[src/rtl/bpred_pkg.sv]
// Shared types and sizing helpers for the branch predictor update path.
package bpred_pkg;

  localparam int BPRED_ADDR_W = 32;

  // Default-width update record; wider/narrower instances build their own.
  typedef struct packed {
    logic [BPRED_ADDR_W-1:0] eip;
    logic [BPRED_ADDR_W-1:0] target;
    logic                    taken;
  } bpred_upd_t;

  function automatic int CNT_W(input int depth);
    return $clog2(depth) + 1;
  endfunction

endpackage

[src/rtl/bpred_upd_fifo.sv]
// Update queue: power-of-two ring buffer with registered occupancy count.
module bpred_upd_fifo
  import bpred_pkg::*;
#(
  parameter int  DEPTH   = 8,
  parameter type entry_t = bpred_upd_t
) (
  input  logic                      clk,
  input  logic                      rst_n,
  input  logic                      wr_en,
  input  entry_t                    wr_data,
  input  logic                      rd_en,
  output entry_t                    rd_data,
  output logic [CNT_W(DEPTH)-1:0]   count,
  output logic                      full,
  output logic                      empty
);

  localparam int PTR_W = $clog2(DEPTH);

  entry_t             mem [DEPTH];
  logic [PTR_W-1:0]   wr_ptr;
  logic [PTR_W-1:0]   rd_ptr;
  logic               do_wr;
  logic               do_rd;

  assign full    = (count == CNT_W(DEPTH)'(DEPTH));
  assign empty   = (count == '0);
  assign do_wr   = wr_en && !full;
  assign do_rd   = rd_en && !empty;
  // Empty queue presents zeros so stale RAM contents never leak out.
  assign rd_data = empty ? '0 : mem[rd_ptr];

  always_ff @(posedge clk) begin
    if (!rst_n) begin
      wr_ptr <= '0;
      rd_ptr <= '0;
      count  <= '0;
    end else begin
      if (do_wr) wr_ptr <= wr_ptr + PTR_W'(1);
      if (do_rd) rd_ptr <= rd_ptr + PTR_W'(1);
      case ({do_wr, do_rd})
        2'b10:   count <= count + CNT_W(DEPTH)'(1);
        2'b01:   count <= count - CNT_W(DEPTH)'(1);
        default: count <= count;
      endcase
    end
  end

  // NOTE: storage is deliberately not reset; validity lives in the count and pointers.
  always_ff @(posedge clk) begin
    if (do_wr) mem[wr_ptr] <= wr_data;
  end

endmodule

[src/rtl/bpred_update_ctrl.sv]
// Branch predictor update controller: queues resolved branches, drains them to the
// predictor, and pulses a front-end redirect on mispredict. Optional: BPRED_UPD_FILTER_EN.
module bpred_update_ctrl
  import bpred_pkg::*;
#(
  parameter int DEPTH  = 8,
  parameter int ADDR_W = BPRED_ADDR_W
) (
  input  logic                     CLK,
  input  logic                     reset,
  input  logic                     res_valid,
  output logic                     res_ready,
  input  logic [ADDR_W-1:0]        res_eip,
  input  logic [ADDR_W-1:0]        res_target,
  input  logic                     res_taken,
  input  logic                     res_pred_taken,
  input  logic [ADDR_W-1:0]        res_pred_target,
  output logic                     update_valid,
  output logic [ADDR_W-1:0]        update_eip,
  output logic [ADDR_W-1:0]        update_target,
  output logic                     update_taken,
  input  logic                     update_ready,
  output logic                     redirect_valid,
  output logic [ADDR_W-1:0]        redirect_pc,
  output logic [CNT_W(DEPTH)-1:0]  q_count
);

  typedef struct packed {
    logic [ADDR_W-1:0] eip;
    logic [ADDR_W-1:0] target;
    logic              taken;
  } upd_t;

  upd_t        wr_entry;
  upd_t        head;
  logic        full;
  logic        empty;
  logic        accept;
  logic        enqueue;
  logic        mispredict;
  logic [ADDR_W-1:0] correct_pc;

  assign res_ready = !full;
  assign accept    = res_valid && res_ready;
  assign wr_entry  = '{eip: res_eip, target: res_target, taken: res_taken};

`ifdef BPRED_UPD_FILTER_EN
  // Correctly predicted not-taken branches carry no training value.
  assign enqueue = accept && (res_taken || res_pred_taken);
`else
  assign enqueue = accept;
`endif

  always_comb begin
    mispredict = (res_taken != res_pred_taken) ||
                 (res_taken && (res_target != res_pred_target));
    correct_pc = res_taken ? res_target : res_eip + ADDR_W'(4);
  end

  bpred_upd_fifo #(
    .DEPTH   (DEPTH),
    .entry_t (upd_t)
  ) u_fifo (
    .clk     (CLK),
    .rst_n   (reset),
    .wr_en   (enqueue),
    .wr_data (wr_entry),
    .rd_en   (update_ready),
    .rd_data (head),
    .count   (q_count),
    .full    (full),
    .empty   (empty)
  );

  assign update_valid  = !empty;
  assign update_eip    = head.eip;
  assign update_target = head.target;
  assign update_taken  = head.taken;

  // NOTE: sequential state uses non-blocking assignments so every register samples pre-edge values.
  always_ff @(posedge CLK) begin
    if (!reset) begin
      redirect_valid <= 1'b0;
      redirect_pc    <= '0;
    end else begin
      redirect_valid <= accept && mispredict;
      if (accept && mispredict) redirect_pc <= correct_pc;
    end
  end

endmodule

[config.mk]
export PLATFORM = sky130hd
export DESIGN_NAME = bpred_update_ctrl
export DESIGN_NICKNAME = d
export VERILOG_FILES = /design/src/rtl/bpred_pkg.sv /design/src/rtl/bpred_upd_fifo.sv /design/src/rtl/bpred_update_ctrl.sv
export SDC_FILE = /design/constraint.sdc
export NUM_CORES = 1
export LEC_CHECK = 0
export ABC_AREA = 1
export BUFFER_PORTS_ARGS = -buffer_cell sky130_fd_sc_hd__buf_4
export CAP_MARGIN = 20
export CORE_MARGIN = 2
export CORE_UTILIZATION = 25
export DETAILED_ROUTE_END_ITERATION = 12
export GPL_ROUTABILITY_DRIVEN = 0
export HOLD_SLACK_MARGIN = 0.06
export SLEW_MARGIN = 20
export SYNTH_ARGS = -nofsm -noshare
export SYNTH_HDL_FRONTEND = slang
export SYNTH_SLANG_ARGS = --single-unit
[constraint.sdc]
create_clock -name CLK -period 8.7 [get_ports CLK]
set_clock_uncertainty 0.1 [all_clocks]
set_input_delay 0 -clock CLK [delete_from_list [all_inputs] [get_ports CLK]]
set_output_delay 0 -clock CLK [all_outputs]
set_load 0.05 [all_outputs]
== After elaboration in Yosys (flattened, before gate mapping) ==
Memory sizes are Yosys's and may differ from the RTL's. A register that Yosys moved wholly into a read port is not among the register bits.
Cells that the tools add are included.

* Reduce and logical (&&, ||, !) cells: 10
* $add $sub $neg: 5
* Mux-type cells: 7
* Equal/unequal tests: 5

{| class="wikitable"
|+ Operators with widths
! cell !! count
|-
| $mux W65 || 1
|-
| $add A32 B3 Y32 const B || 1
|-
| $mux W32 || 1
|-
| $ne A32 B32 Y1 || 1
|-
| $pmux W4 S2 || 1
|-
| $add A3 B1 Y3 const B || 2
|-
| $mux W3 || 2
|-
| $logic_and A1 B1 Y1 || 5
|-
| $add A4 B1 Y4 const B || 1
|-
| $eq A4 B4 Y1 const B || 1
|-
| $logic_not A4 Y1 || 1
|-
| $sub A4 B1 Y4 const B || 1
|-
| $eq A2 B1 Y1 const B || 1
|-
| $eq A2 B2 Y1 const B || 1
|-
| $logic_not A1 Y1 || 2
|-
| $mux W1 || 2
|-
| $reduce_bool A2 Y1 || 1
|-
| $logic_or A1 B1 Y1 || 1
|-
| $ne A1 B1 Y1 || 1
|}

* Memories: 1
* Memory bits (writable): 520
* Register bits after elaboration: 43
* Output and inout bits: 104
* Logic and storage cells: 33
* Bits of input ports: 102

{| class="wikitable"
|+ Memory list
! memory !! depth !! bits a word !! read ports !! clocked after memory_dff !! wr ports !! line !! source
|-
| u_fifo.mem || 8 || 65 || 1 || 1 || 1 || bpred_upd_fifo.sv:21 || <nowiki>entry_t mem [DEPTH];</nowiki>
|}

== Logic depth before layout (Yosys ltp) ==
* Word-level depth: 6
* Gate-level depth with buffers: 12
* Mapped depth without buffers: 12

== Cells and area by module ==
Synthesis repeated with hierarchy kept, for this count alone.

* Cells, all modules: 2,236
* Area, all modules: 24,108.1 um^2

{| class="wikitable"
|+ By module, submodules not included
! module !! instances !! area each (um^2) !! cells each !! sequential area each (um^2)
|-
| bpred_upd_fifo || 1 || 20,971.4 || 1,635 || 15,875.2
|-
| bpred_update_ctrl || 1 || 3,136.8 || 601 || 660.6
|}

== Worst setup path before layout ==
No wires, ideal clock.

* Path type: register to register
* Start: reg u_fifo.count[2]
* End: mem u_fifo.mem[0][0] in the netlist's numbering, enable pin
* Slack: 3.938 ns
* Path buffers: 0
* Arrival: 4.174 ns
* Stages on the path, launching flop included: 7
* Setup time: 0.488 ns
* Data required time: 8.112 ns
* Cells stage by stage: dfxtp_1 > inv_1 > nand3_2 > nand2_2 > inv_2 > nand2_1 > nor2_1

* Cells in the longest elaborated chain, start to end: 6

{| class="wikitable"
|+ RTL lines
! item !! line !! source
|-
| start, declared || bpred_upd_fifo.sv:14 || <nowiki>output logic [CNT_W(DEPTH)-1:0] count,</nowiki>
|-
| start signal, assigned || bpred_upd_fifo.sv:43 || <nowiki>2'b10: count <= count + CNT_W(DEPTH)'(1);</nowiki>
|-
| start signal, assigned || bpred_upd_fifo.sv:44 || <nowiki>2'b01: count <= count - CNT_W(DEPTH)'(1);</nowiki>
|-
| start signal, assigned || bpred_upd_fifo.sv:45 || <nowiki>default: count <= count;</nowiki>
|-
| $eq A4 B4 Y1 * || bpred_upd_fifo.sv:27 || <nowiki>assign full = (count == CNT_W(DEPTH)'(DEPTH));</nowiki>
|-
| $logic_not A1 Y1 * || bpred_update_ctrl.sv:43 || <nowiki>assign res_ready = !full;</nowiki>
|-
| named net res_ready || bpred_update_ctrl.sv:12 || <nowiki>output logic res_ready,</nowiki>
|-
| $logic_and A1 B1 Y1 || bpred_update_ctrl.sv:44 || <nowiki>assign accept = res_valid && res_ready;</nowiki>
|-
| $logic_and A1 B1 Y1 * || bpred_upd_fifo.sv:29 || <nowiki>assign do_wr = wr_en && !full;</nowiki>
|-
| $mux W1 * || bpred_upd_fifo.sv:52 || <nowiki>if (do_wr) mem[wr_ptr] <= wr_data;</nowiki>
|-
| $mux W1 (implied by the code) * || bpred_upd_fifo.sv:52 ||
|-
| end, declared || bpred_upd_fifo.sv:21 ||
|}

Mark *: on every way through the listed nets, which the timed path passes. The rest lies on a longest branch.

==> summary.md <==
| Metric | Value |
|---|---|
| Status | finished clean |
| First-pass GRT wire length | 109,000 um |
| GR Util met1 | 20.8% |
| Register share of total power | 36.6% |
| Clock buffer depth | 3 |
| Initial DRT Pass Iterations | 5 |
| Ys async rst share | 0% |
| Critical path arrival | 4120 ps |
| Initial antenna violation count | 12 |
| Syn_nets | 2,248 |
| Final hold vios | 0 |
| Sw Share | 38.8% |
| GRT busiest layer | met2 |
| CP startpoint kind | flip-flop |
| Buffers on Ports | 205 |
| Met2 Use GR | 22.4% |
| Critical path capture point type | primary output |
| Min-delay worst type | input port to flip-flop |
| Layout cells sized above 1 | 14.2% |
| Synthesis-to-finish area growth | 24.0% |
| Post-synth EDFFs | 520 |
| Internal power | 5.38 mW |
| Post-CTS Resized | 0 |
| WL/cell | 20.3 um |
| Register area share after synthesis | 69.9% |
| Initial core utilization | 25.3% |
| Rows | 112 |
| Final setup vio count | 0 |
| Core ar. | 93,600 sq um |
| Required time worst endpoint | 8600 ps |
| Slew Limit Fails | 0 |
| Seq cells post-synth | 566 |
| Final worst path period share | 48.5% |
| DR iter-0 viols | 1,808 |
| CP max stage cell | buf_4 |
| Reg2reg setup slack | 5370 ps |
| Layout Nets | 2,502 |
| Worst path most repeated cell | buf_4 |
| Power Density | 300 nW/um^2 |
| Vias | 17,000 |
| Leak | 10.5 nW |
| Combinational Power Share | 34.6% |
| Commonest cells after routing, fill and taps aside | edfxtp_1, nor2_1, o21ai_0 |
| CTS tree | built |
| Gr ovfl total | 0 |
| Crit path to | update_target[2] |
| Vias in the first global route | 16,200 |
| Number of distinct library cells after synthesis | 36 |
| Final Total Pwr | 8.80 mW |
| DRT Wirelength | 74,900 um |
| Worst skew pair latency | 660 ps |
| Commonest non-fill, non-tap cell in the layout | edfxtp_1 |
| Max Cap Violations | 0 |
| Met3 usage | 5.08% |
| Hold Startpoint | res_target[29] |
| CTS root buffer | clkbuf_16 |
| Die X | 312 um |
| Final core utilization | 31.3% |
| WS Path Type | flip-flop to primary output |
| Mapped Cells | 2,140 |
| Post-DP Area | 26,400 sq um |
| Setup TNS | 0 ps |
| Mapped cell area | 23,700 sq um |
| Clock sink count | 566 |
| Worst hold margin | 99.3 ps |
| Hpwl dp | 46,300 um |
| Min cycle time layout | 4220 ps |
| Maximum VDD drop | 0.174 mV |
| Clk slew on worst S/H paths | 60 ps |
| Synth Flop Type | edfxtp_1 |
| Reg-to-Reg End | u_fifo.mem[2][25] |
| Design area | 29,300 sq um |
| I/O pin count | 206 |
| Net Sw Power | 3.42 mW |
| Worst-path cell chain | inv_8, buf_4, o21ai_0, o22ai_1, o21ai_1, a31oi_1, buf_4 |
| Fmax achieved | 237 MHz |
| DRC errors left | 0 |
| Final ANT Viol Nets | 0 |
| RSZ-0062 raised after global routing | false |
| FF-to-FF Start | u_fifo.count[2] |
| Chip Height | 312 um |
| Total CTS buffers | 61 |
| Clock Power Share | 28.8% |
| Delay of the slowest cell on the worst path | 870 ps |
| CTS H-tree lvls | 2 |
| Slew of the pin with the lowest slew margin | 1110 ps |
| Drt via density | 4.60 |
| Syn Area/Cell | 11.1 sq um |
| YS warnings | 0 |
| Filler instances | 9,578 |
| Worst rel slew slack | 25.9% |
| CP Max Fanout | 153 |
| Die footprint | 97,100 sq um |
| Cells on worst reg2reg path | 7 |
| GRT Total Usage | 15.1% |
| Largest net degree at the start of global routing | 154 |
==> metal layers <==
| layer | wire length, um | share of wire (%) |
|---|---|---|
| met1 | 33100 | 44 |
| met2 | 32500 | 43 |
| met3 | 7280 | 9.7 |
| met4 | 1920 | 2.6 |
| met5 | 97 | 0.13 |
==> worst max-delay path, delay by kind of cell, from the launching register on <==
kind / cells / cell delay [ps]
DFF: 1 / 600
buffers and inverters: 3 / 1900
AOI/OAI and AO/OA: 4 / 850
==> per-stage QoR <==
step	setup slack [ps]	cells
after floorplan	3940	2140
after detailed placement	4940	3497
after CTS	4210	3693
after global placement	4960	3497
final	4480	3700
after global routing	4190	3699
==> synthesized netlist by cell type (7+ instances only) <==
cell type  number  area (sq um)
or2_2           7          43.8
nor2_1        524          1970
o21ai_0       320          1600
o21ai_1        37           185
inv_1          91           342
nand3_1        41           205
nand2_1       234           878
xnor2_1        10          87.6
buf_4          10          75.1
edfxtp_1      520         15600
o22ai_1        65           407
buf_2          19          95.1
xor2_1         12           105
a21oi_1        13          65.1
dfxtp_1        46           921
buf_1          12          45.0
clkbuf_1       75           282
a31oi_1        65           407
==> worst min-delay path by stage <==
stage / end / cells after the start
5_1_grt: u_fifo.mem[1][63] / 2
4_1_cts: u_fifo.mem[7][30] / 2
3_5_place_dp: u_fifo.mem[1][9] / 1
6_report: u_fifo.mem[7][30] / 2
3_3_place_gp: u_fifo.mem[0][9] / 1
2_1_floorplan: u_fifo.mem[0][0] / 0
==> cell type report <==
class	count	area, sq um	area share, %
sequential	566	16500	56.4
clock buffer	71	1580	5.40
antenna	4	10.0	0.0341
clock inverter	40	360	1.23
timing repair buffer	311	2600	8.87
tap	1254	1570	5.35
inverter	95	372	1.27
multi-input combinational	1359	6280	21.4
==> timing repair <==
item / CTS / global route
endpoints found under the setup margin: 0 / 0
hold endpoints to repair: 566 / 0
setup buffers: 0 / 0
hold buffers: 85 / 0
==> logic make-up (layout without fill, tap and decap cells) <==
| family | after synthesis | after routing | share of synthesized area, % |
|---|---|---|---|
| compound gates | 505 | 505 | 11.5 |
| xor+xnor | 22 | 22 | 0.815 |
| fa+ha+maj | 6 | 6 | 0.317 |
| buf+inv | 215 | 517 | 3.81 |
| flops | 566 | 566 | 69.9 |
| mux | 1 | 1 | 0.0423 |
| other cells | 0 | 4 | 0 |
| simple gates | 825 | 825 | 13.6 |
==> power groups by stage <==
stage / logic, mW / registers, mW / clock network (mW)
floorplan: 2.00 / 3.29 / 0
global placement: 3.01 / 3.27 / 0
detailed placement: 3.03 / 3.27 / 0
CTS: 3.07 / 3.22 / 2.59
global route: 3.28 / 3.23 / 2.69
finish: 3.04 / 3.22 / 2.54
==> flip-flops by register name (all words and copies together), names as in the netlist, named ones only <==
name and flops:
u_fifo.rd_ptr 3, u_fifo.wr_ptr 3, redirect_pc 32, u_fifo.mem 520, redirect_valid 1, u_fifo.count 4
(Power assumes the default switching activity.)
